File: config.mk
export PLATFORM = sky130hd
export DESIGN_NAME = step_pulse_gen
export DESIGN_NICKNAME = d
export VERILOG_FILES = /design/src/rtl/step_pulse_gen.sv
export SDC_FILE = /design/constraint.sdc
export NUM_CORES = 1
export LEC_CHECK = 0
export ABC_AREA = 1
export CORE_UTILIZATION = 52
export CTS_CLUSTER_SIZE = 20
export DETAILED_ROUTE_END_ITERATION = 7
export GPL_ROUTABILITY_DRIVEN = 0
export PLACE_DENSITY = 0.75
export SYNTH_ARGS = -nofsm -noshare
export SYNTH_HDL_FRONTEND = slang
export SYNTH_SLANG_ARGS = --single-unit
File: constraint.sdc
create_clock -name clock_50 -period 1.6 [get_ports clock_50]
set_clock_uncertainty 0.15 [all_clocks]
set_input_delay 0.48 -clock clock_50 [delete_from_list [all_inputs] [get_ports clock_50]]
set_output_delay 0.48 -clock clock_50 [all_outputs]
set_load 0.05 [all_outputs]
File: src/rtl/step_pulse_gen.sv
// step_pulse_gen: single-cycle pipeline step enables from key, fast tick or slow tick
module step_pulse_gen #(
  parameter int DEBOUNCE_CYCLES = 500000,
  parameter int FAST_BIT        = 14,
  parameter int SLOW_BIT        = 19,
  parameter int COUNT_WIDTH     = 32
) (
  input  logic                   clock_50,
  input  logic                   reset,
  input  logic                   key_n,
  input  logic [1:0]             select,
  input  logic                   halt_req,
  output logic                   step_en,
  output logic                   key_clean,
  output logic [COUNT_WIDTH-1:0] step_count
);
  localparam int DW = $clog2(DEBOUNCE_CYCLES + 1);
  logic [1:0]             r_sync;
  logic [DW-1:0]          r_db_cnt;
  logic                   r_key_clean;
  logic                   r_key_prev;
  logic [SLOW_BIT:0]      r_div;
  logic [1:0]             r_sel;
  logic                   r_step_en;
  logic [COUNT_WIDTH-1:0] r_count;
  logic                   w_key_s;
  logic                   w_key_rise;
  logic                   w_fast;
  logic                   w_slow;
  logic                   w_blank;
  logic                   w_src;
  assign w_key_s    = ~r_sync[1];
  assign w_key_rise = r_key_clean & ~r_key_prev;
  assign w_fast     = &r_div[FAST_BIT:0];
  assign w_slow     = &r_div;
  assign w_blank    = select != r_sel;
  assign w_src      = (r_sel == 2'b00) ? w_key_rise :
                      (r_sel == 2'b10) ? w_fast :
                      (r_sel == 2'b01) ? w_slow : 1'b0;
  assign step_en    = r_step_en;
  assign key_clean  = r_key_clean;
  assign step_count = r_count;
  // synchronize the raw button and accept a new level only after it holds long enough
  always_ff @(posedge clock_50) begin
    if (reset) begin
      r_sync      <= 2'b11;
      r_db_cnt    <= '0;
      r_key_clean <= 1'b0;
      r_key_prev  <= 1'b0;
    end else begin
      r_sync     <= {r_sync[0], key_n};
      r_key_prev <= r_key_clean;
      if (w_key_s == r_key_clean) begin
        r_db_cnt <= '0;
      end else if (r_db_cnt == DW'(DEBOUNCE_CYCLES - 1)) begin
        r_db_cnt    <= '0;
        r_key_clean <= w_key_s;
      end else begin
        r_db_cnt <= r_db_cnt + 1'b1;
      end
    end
  end
  // free-running divider feeding both tick sources
  always_ff @(posedge clock_50) begin
    if (reset) r_div <= '0;
    else       r_div <= r_div + 1'b1;
  end
  // register select and emit a one-cycle step; a select change blanks the cycle
  always_ff @(posedge clock_50) begin
    if (reset) begin
      r_sel     <= 2'b00;
      r_step_en <= 1'b0;
    end else begin
      r_sel     <= select;
      r_step_en <= w_src & ~w_blank & ~halt_req & ~r_step_en;
    end
  end
  // count issued steps, wrapping silently
  always_ff @(posedge clock_50) begin
    if (reset)          r_count <= '0;
    else if (r_step_en) r_count <= r_count + 1'b1;
  end
endmodule
==> flow_metrics.tcl <==
set metrics [dict create \
    fin_nets 696 \
    synth_area_leaders "dfxtp_1 38%, nand2_1 13%, nor2_1 11%, inv_1 5.8%, nand3_1 4.5%" \
    crit_type "reg2out" \
    hold_class "reg2reg" \
    synthSimpleGateAreaFrac_pct 43.1 \
    die_area_um2 8220 \
    start_kind "register" \
    grt_pass1_vias 3747 \
    ant_nets 0 \
    final_util_pct 77.1 \
    endpoint_kind "output pin" \
    max_cap_viol_count 0 \
    start_util_pct 55.2 \
    grt_antenna_before_repair 0 \
    grt-busiest-layer "met2" \
    netlist-cell-type-count 33 \
    fp.dieW_um 90.7 \
    cts_root_buf "clkbuf_8" \
    drive_gt1_share_pct 31.2 \
    status "finished, violations left" \
    grt_pass1_wl_mm 16.6 \
    io_buffers 39 \
    clock_sink_count 78 \
    hold_viol_final 0 \
    drv_slew 0 \
    dp_hpwl_mm 7.00 \
    insertion_delay_ns 0.35 \
    ios 40 \
    cts.reportedPaths.clkPinSlew_ns 0.08 \
    synth_edf_count 0 \
    setup_ws_ns -0.00398 \
    synth_top_flop_cell "dfxtp_1" \
    synth_cells 599 \
    syn_area_per_cell_um2 6.82 \
    synth_compound_area_share_pct 7.38 \
    synth_fa_ha_area_share_pct 0.918 \
    yosysMostFrequentCell "nand2_1" \
    use_met1_pct 29.7 \
    rows 31 \
    viasPerCell 5.23 \
    met3_usage_pct 6.82 \
    failed_checks "negative setup slack" \
    synth_xor_area_share_pct 3.00 \
    synth.top_cell.area_share_pct 38.2 \
    synth_top_family_by_area "simple AND/OR/NAND/NOR gates" \
    grt_max_degree 33 \
    rsz0062_at_grt "true" \
    max_slew_margin_pct 77.5 \
    timing.fmax_ghz 0.623 \
    wirelength_mm 10.4 \
    synth_seq_cells 78 \
    yosys-mux-area-fraction_pct 0 \
    grt_usage_pct 24.6 \
    worstPathRequired_ns 0.97 \
    syn-cell-area_um2 4090 \
    critPathMaxFanout 4 \
    worst_pin_slew_ns 0.337 \
    yosysSeqAreaShare_pct 38.2 \
    yosys-top-cells-count "140 x nand2_1, 121 x nor2_1, 78 x dfxtp_1, 63 x inv_1, 37 x nand3_1" \
    grt_overflow 0 \
    hold_ws_ns 0.303 \
    arrival_ns 0.97 \
    cts_buffer_depth 2 \
    htree_levels 3 \
    setup_viol_count_final 1 \
    synth_top_cell_by_area "dfxtp_1" \
    period_needed_ns 1.60 \
    area_delta_synth_final_pct 39.7 \
    cts_inserted_buffers 9 \
    ys.warnings.count 0 \
    cts_tree "done" \
    synthArstFlopShare_pct 0 \
    dp_slack_ns -0.255 \
    dr.first_iter.drc_count 176 \
    power.density_nw_per_um2 593 \
    dr.pass1.iters 5 \
    vias 4140 \
    grt.met2_usage_pct 41.8 \
    antenna_cells 0 \
    synth_nets 608 \
    num-fill-cells 507 \
    core-area_um2 7410 \
    wl_per_cell_um 13.2 \
    finalCritPeriodShare_pct 100 \
    power_leakage_nw 2.29 \
    drc 0 \
    hold_buffers 0 \
    die_y_um 90.7 \
    vdd.ir_drop.worst_uv 398 \
]
==> flip-flops by register name, indices dropped and copies added, names as in the netlist <==
| name | flops |
|---|---|
| step_count | 32 |
| r_sel | 2 |
| r_key_prev | 1 |
| step_en | 1 |
| key_clean | 1 |
| r_sync | 2 |
| r_div | 20 |
| r_db_cnt | 19 |
==> worst max-delay path, stage by stage, from the launching register on <==
cell     delay [ns]
dfxtp_4        0.36
buf_6          0.13
buf_12         0.14
==> power by group <==
group	leakage [nW]	internal (mW)	switching (mW)
sequential	0.655	1.94	0.0136
clock	0.0863	0.559	0.730
combinational	1.55	0.0747	0.0746
total	2.29	2.57	0.818
==> final timing paths <==
check,endpoint,slack (ns),start,cells after the start
max,step_count[0],-0.004,step_count[0],2
min,r_sync[1],0.30,r_sync[0],1
max reg2reg,step_count[28],0.04,step_count[1],9
min reg2reg,r_sync[1],0.30,r_sync[0],1
==> cell families (layout without fill, tap and decap cells) <==
kind of cell    count (synthesis)  count (layout)
compound gates                 54              54
xor+xnor                       14              14
fa+ha+maj                       3               3
buf+inv                        75             168
flops                          78              78
simple gates                  375             375
==> cell usage in the layout (no fill, tap or decap), types with 8 or more instances in the layout <==
| cell type | netlist | routed |
|---|---|---|
| nand2_2 | 11 | 17 |
| dfxtp_2 | 0 | 32 |
| nor2_2 | 9 | 14 |
| clkbuf_8 | 0 | 9 |
| nor2_1 | 121 | 113 |
| buf_4 | 1 | 36 |
| dfxtp_1 | 78 | 35 |
| nand3_1 | 37 | 33 |
| buf_12 | 0 | 37 |
| o21ai_0 | 11 | 10 |
| xor2_1 | 8 | 8 |
| nor2_4 | 11 | 14 |
| a21oi_1 | 33 | 33 |
| inv_1 | 63 | 59 |
| nand2_1 | 140 | 131 |
| nand4_1 | 20 | 20 |
| dfxtp_4 | 0 | 11 |
==> layout make-up <==
type	count	area, um2	area share [%]
clock inverters	6	37.5	0.657
well taps	99	124	2.17
inverters	67	254	4.45
multi-input cells	446	2370	41.4
flip-flops and latches	78	1640	28.8
repair buffers	85	1160	20.3
clock buffers	10	128	2.24
==> what timing repair did <==
action	CTS	global route
endpoints found under the setup margin	33	54
resized for setup	16	59
setup buffers	6	12
gates cloned	0	1
pin swaps	3	19
==> layer usage <==
metal  routed length [um]  vias up
met2                 5130      121
li1                     -     2085
met3                  513       27
met1                 4560     1907
met5                    0        -
met4                  206        0
==> per-stage QoR <==
stage	area (um2)	TNS, ns	power (mW)	std cells
floorplan	4130	0	2.08	599
global route	5710	-0.355	3.51	791
global placement	5160	-7.01	2.13	758
CTS	5420	-0.0143	3.41	779
detailed placement	5160	-10.29	2.13	758
finish	5710	-0.00398	3.39	791
No activity file was read; power rests on OpenSTA's default activity.
